$ cat src/rtl/sim_run_ctrl.sv
// Run controller for the pipelined MIPS core: sequences the core reset, counts RUN cycles,
// detects completion (halt instruction or PC self-loop) or budget exhaustion, then freezes the core.
module sim_run_ctrl #(
    parameter int unsigned RESET_CYCLES = 4,
    parameter int unsigned MAX_CYCLES   = 100000,
    parameter int unsigned HALT_REPEAT  = 3,
    parameter logic [31:0] HALT_INSTR   = 32'hFFFF_FFFF,
    parameter int unsigned PC_WIDTH     = 32,
    parameter int unsigned CNT_WIDTH    = 32
) (
    input  logic                 clk,
    input  logic                 reset,
    input  logic                 restart,
    input  logic [PC_WIDTH-1:0]  pc,
    input  logic [31:0]          instr,
    input  logic                 pc_valid,
    output logic                 cpu_reset,
    output logic                 run_en,
    output logic [CNT_WIDTH-1:0] cycle_count,
    output logic                 done,
    output logic                 timeout,
    output logic [PC_WIDTH-1:0]  final_pc
);

    localparam int unsigned HOLD_W = (RESET_CYCLES > 1) ? $clog2(RESET_CYCLES) : 1;
    localparam int unsigned STAB_W = $clog2(HALT_REPEAT);

    localparam logic [HOLD_W-1:0]    HOLD_LAST = HOLD_W'(RESET_CYCLES - 1);
    localparam logic [STAB_W-1:0]    STAB_LAST = STAB_W'(HALT_REPEAT - 2);
    localparam logic [CNT_WIDTH-1:0] CNT_LAST  = CNT_WIDTH'(MAX_CYCLES - 1);

    typedef enum logic [1:0] {
        ST_RST  = 2'd0,
        ST_RUN  = 2'd1,
        ST_DONE = 2'd2,
        ST_TOUT = 2'd3
    } state_t;

    state_t                state_r;
    logic [HOLD_W-1:0]     hold_cnt_r;
    logic [STAB_W-1:0]     stable_cnt_r;
    logic [PC_WIDTH-1:0]   last_pc_r;
    logic [CNT_WIDTH-1:0]  cycle_count_r;
    logic                  done_r;
    logic                  timeout_r;
    logic [PC_WIDTH-1:0]   final_pc_r;

    logic                  first_run_s;
    logic                  pc_match_s;
    logic                  halt_s;
    logic                  tout_s;

    // Halt / timeout decode for the current RUN cycle.
    always_comb begin
        first_run_s = 1'b0;
        pc_match_s  = 1'b0;
        halt_s      = 1'b0;
        tout_s      = 1'b0;
        // cycle_count is zero only during the first RUN cycle, where last_pc is stale.
        if (cycle_count_r == {CNT_WIDTH{1'b0}}) begin
            first_run_s = 1'b1;
        end else begin
            first_run_s = 1'b0;
        end
        if (pc_valid && !first_run_s && (pc == last_pc_r)) begin
            pc_match_s = 1'b1;
        end else begin
            pc_match_s = 1'b0;
        end
        if (pc_valid && (instr == HALT_INSTR)) begin
            halt_s = 1'b1;
        end else if (pc_match_s && (stable_cnt_r == STAB_LAST)) begin
            halt_s = 1'b1;
        end else begin
            halt_s = 1'b0;
        end
        if (cycle_count_r == CNT_LAST) begin
            tout_s = 1'b1;
        end else begin
            tout_s = 1'b0;
        end
    end

    // Run sequencer state, counters and sticky status.
    always_ff @(posedge clk) begin
        if (reset || restart) begin
            state_r       <= ST_RST;
            hold_cnt_r    <= {HOLD_W{1'b0}};
            stable_cnt_r  <= {STAB_W{1'b0}};
            last_pc_r     <= {PC_WIDTH{1'b0}};
            cycle_count_r <= {CNT_WIDTH{1'b0}};
            done_r        <= 1'b0;
            timeout_r     <= 1'b0;
            final_pc_r    <= {PC_WIDTH{1'b0}};
        end else begin
            case (state_r)
                ST_RST: begin
                    if (hold_cnt_r == HOLD_LAST) begin
                        state_r    <= ST_RUN;
                        hold_cnt_r <= {HOLD_W{1'b0}};
                    end else begin
                        hold_cnt_r <= hold_cnt_r + HOLD_W'(1);
                    end
                end
                ST_RUN: begin
                    cycle_count_r <= cycle_count_r + CNT_WIDTH'(1);
                    if (pc_valid) begin
                        last_pc_r <= pc;
                    end
                    if (pc_match_s) begin
                        stable_cnt_r <= stable_cnt_r + STAB_W'(1);
                    end else begin
                        stable_cnt_r <= {STAB_W{1'b0}};
                    end
                    // Halt takes priority over a coincident timeout.
                    if (halt_s) begin
                        state_r    <= ST_DONE;
                        done_r     <= 1'b1;
                        final_pc_r <= pc;
                    end else if (tout_s) begin
                        state_r    <= ST_TOUT;
                        timeout_r  <= 1'b1;
                        final_pc_r <= pc;
                    end
                end
                ST_DONE: begin
                    state_r <= ST_DONE;
                end
                ST_TOUT: begin
                    state_r <= ST_TOUT;
                end
                default: begin
                    state_r <= ST_RST;
                end
            endcase
        end
    end

    assign cpu_reset   = (state_r == ST_RST);
    assign run_en      = (state_r == ST_RUN);
    assign cycle_count = cycle_count_r;
    assign done        = done_r;
    assign timeout     = timeout_r;
    assign final_pc    = final_pc_r;

endmodule

$ cat config.mk
export PLATFORM = sky130hd
export DESIGN_NAME = sim_run_ctrl
export DESIGN_NICKNAME = d
export VERILOG_FILES = /design/src/rtl/sim_run_ctrl.sv
export SDC_FILE = /design/constraint.sdc
export NUM_CORES = 1
export LEC_CHECK = 0
export BUFFER_PORTS_ARGS = -buffer_cell sky130_fd_sc_hd__buf_4
export CELL_PAD_IN_SITES_DETAIL_PLACEMENT = 1
export CELL_PAD_IN_SITES_GLOBAL_PLACEMENT = 2
export CORE_ASPECT_RATIO = 2
export CORE_MARGIN = 2
export CORE_UTILIZATION = 27
export DETAILED_ROUTE_END_ITERATION = 8
export PLACE_DENSITY = 0.79
export RECOVER_POWER = 50
export REMOVE_ABC_BUFFERS = 1
export SLEW_MARGIN = 10
export SYNTH_ARGS = -nofsm -noshare
export SYNTH_HDL_FRONTEND = slang
export SYNTH_SLANG_ARGS = --single-unit
$ cat constraint.sdc
create_clock -name clk -period 2.4 [get_ports clk]
set_clock_uncertainty 0.2 [all_clocks]
set_input_delay 0.36 -clock clk [delete_from_list [all_inputs] [get_ports clk]]
set_output_delay 0.36 -clock clk [all_outputs]
set_load 0.02 [all_outputs]
==> summary.txt <==
Outcome
  – Outcome: finished clean

Critical path
  – Startpoint Class: flop
  – Max incr delay on CP: 550 ps
  – WP buf/inv: 2
  – Crit path to: final_pc[27]
  – WP data arrival: 2400 ps
  – Data required time of the critical path: 2480 ps
  – Worst path top cell family by delay: simple AND/OR/NAND/NOR gates
  – Critical path depth in cells: 8
  – Crit Reg-Reg Startpoint: cycle_count[22]
  – Worst Setup SP: cycle_count[22]
  – Slowest CP cell: or4_4
  – Reg2reg end: final_pc[27]
  – Critical path cell sequence: or4_4 > nor4_2 > nand4_1 > and4_4 > o21ai_4 > buf_12 > buf_16 > mux2i_1
  – Crit path max fanout: 8
  – Setup CP Type: reg -> reg
  – Worst R2R Setup Slack: 90 ps
  – Worst reg2reg path depth: 8
  – Setup crit end kind: flop

Synthesis
  – Ranking of synthesized cells by area: dfxtp_1 (45%), nand2_1 (12%), xnor2_1 (7.5%)
  – Synth warn: 0
  – Synth Register Bits: 104
  – Simple-Gate Fraction of Synth Area: 26.9%
  – Synth Area in Adders: 1.07%
  – Synth Area in Compound Gates: 5.56%
  – Cells after Synth: 561
  – Synth Area in XOR/XNOR: 11.3%
  – Fraction of registers with async set/reset: 0%
  – Largest family of logic cells by synthesized area: simple AND/OR/NAND/NOR gates
  – Synth top area share: 44.7%
  – Synth Flop Type: dfxtp_1
  – Mux contribution to synthesized area: 6.88%
  – Mapped cell area: 4660 sq um
  – Netlist cell types: 35
  – Count leader, synth: nand2_1
  – Syn Area/Cell: 8.30 sq um
  – Post-synthesis sequential area ratio: 44.7%
  – Number of synthesized flops with an enable pin: 0
  – Top cells by count, synth: nand2_1 (154), dfxtp_1 (104), a21oi_1 (42)
  – Dominant cell type by area after synthesis: dfxtp_1

Power and ir drop
  – VDD IR-drop max: 0.315 mV
  – Leak Pwr: 0.00250 uW
  – Pwr dens: 527 nW/um^2

Routing
  – Routed wire per std cell: 14.6 um
  – TritonRoute pass-1 iters: 4
  – Antenna-violating nets left: 0
  – Vias per cell: 4.70
  – Via count of the routed design: 4434
  – Detailed router's first-iteration violation count: 78
  – DR DRC count: 0
  – Final WL: 13800 um

CTS
  – Clock H-tree levels: 3
  – Clk Latency, worst-skew pair: 360 ps
  – TritonCTS Buffers: 9
  – Hold buffer count at CTS: 0
  – CTS tree: done
  – Clock Path Buffers: 2
  – CTS sink count: 104
  – Clock slew seen by the registers of the worst setup and hold paths: 80 ps
  – Root Buffer: clkbuf_16

Floorplan
  – Die ar.: 18400 sq um
  – Die H: 190 um
  – Top Ports: 136
  – Die Wd: 96.9 um
  – Row cnt: 68
  – Initial cell density of the core: 27.2%
  – Core Area: 17100 sq um

GRT
  – Global-route wire length before repair: 22600 um
  – Number of global-route vias before repair: 4535
  – Initial antenna violation count: 0
  – Total global-route track usage: 14.9%
  – Total grt overflow: 0
  – Largest net degree at the start of global routing: 67

Finish
  – Filler cells: 2073
  – Area growth syn-to-layout: 37.3%
  – # diodes: 0
  – # nets final: 800
  – Share of cells above drive strength 1: 21.6%

STA
  – Worst-Margin Slew: 1240 ps
  – Final hold violations: 0
  – Final worst path period need: 2310 ps
  – Final worst-path cycle share: 96.4%
  – Fin. max-slew vios: 0
  – Setup Viol. Count Final: 0
  – Post-route setup slack: 85.7 ps
  – Min Hold Slack: 63.6 ps
  – Maximum clock frequency: 0.432 GHz
  – Slew HR: 17.2%

Flow run
  – Max-Cap Viols: 0

Place
  – Final RePlAce weighted congestion: 0.770
  – I/O Buffers: 135
  – Final HPWL DP: 9970 um
  – Worst slack at placement: -112 ps

Min path
  – Min-Delay Path Class: in -> reg
metrics by stage:
step	setup TNS (ps)	instances	utilization (%)	instance area (sq um)	total power (uW)
floorplan	-59020	534	-	4530	1840
global placement	-1310	923	36.4	6220	1970
detailed placement	-2410	923	36.4	6220	1980
CTS	0	941	38.4	6560	3430
global route	-142	943	37.4	6400	3510
finish	0	943	37.4	6400	3370
what timing repair did:
action	CTS	global route
buffers inserted	1	0
resized for setup	3	9
setup endpoints to repair	36	29
pin swaps	5	1
gates cloned	1	2
sequential cells by signal (all words and copies together), names as in the netlist:
register,flops
hold_cnt_r,2
timeout,1
state_r,2
cycle_count,32
stable_cnt_r,2
last_pc_r,32
done,1
final_pc,32
layout make-up:
class                           instances  area [sq um]  area share (%)
Clock inverter                          7          62.6           0.978
Sequential cell                       104          2090            32.6
Multi-Input combinational cell        419          2450            38.3
Clock buffer                            9           225            3.52
Tap cell                              210           263            4.11
Timing Repair Buffer                  183          1270            19.8
Inverter                               11          41.3           0.645
metal layers:
metal | track usage [%] | wire length, um | vias up
li1 | - | - | 2213
met1 | 18.3 | 6030 | 2099
met2 | 25.7 | 6840 | 110
met3 | 3.49 | 699 | 12
met4 | 4.71 | 189 | 0
met5 | 0 | 0 | -
worst reg2reg max path, stage by stage (launching register included):
cell	delay, ps
dfxtp_1	320
or4_4	550
nor4_2	160
nand4_1	180
and4_4	200
o21ai_4	140
buf_12	160
buf_16	150
mux2i_1	200
power breakdown:
group | internal, uW | total (uW) | switching (uW) | leakage (uW)
Combinational | 106 | 204 | 97.7 | 0.00152
Clock | 725 | 1440 | 715 | 0.000139
Sequential | 1730 | 1730 | 1.35 | 0.000840
logic make-up after synthesis:
logic type	after synthesis
flip-flops	104
multiplexers	32
adder cells (fa/ha/maj)	4
XOR/XNOR	60
buffers and inverters	38
AO/OA/AOI/OAI	51
AND/OR/NAND/NOR	272
how the worst min path moves through the flow:
stage	start	end	slack (ps)	cells after the start
floorplan	stable_cnt_r[1]	stable_cnt_r[1]	230	2
global placement	stable_cnt_r[1]	stable_cnt_r[1]	240	2
detailed placement	done	done	250	2
CTS	pc[4]	last_pc_r[4]	50	3
global route	pc[4]	last_pc_r[4]	60	3
finish	pc[4]	last_pc_r[4]	60	3
cell usage in the layout (no fill, tap or decap), types with 4 or more instances in the layout:
cell | Yosys | routed
nor3_1 | 7 | 7
inv_1 | 10 | 10
nor4_1 | 14 | 12
buf_4 | 3 | 112
ha_1 | 4 | 4
and4_1 | 6 | 5
nand3_1 | 10 | 10
dfxtp_1 | 104 | 99
xor2_1 | 20 | 20
o21ai_0 | 4 | 4
nand4_1 | 22 | 22
mux2i_1 | 32 | 32
nand2_1 | 154 | 154
and3_1 | 5 | 5
nor2_1 | 34 | 33
xnor2_1 | 40 | 40
buf_12 | 0 | 4
clkbuf_16 | 0 | 11
a21oi_1 | 42 | 42
or3_1 | 4 | 4
clkbuf_1 | 22 | 61
dfxtp_2 | 0 | 5
No activity file was read; power rests on OpenSTA's default activity.
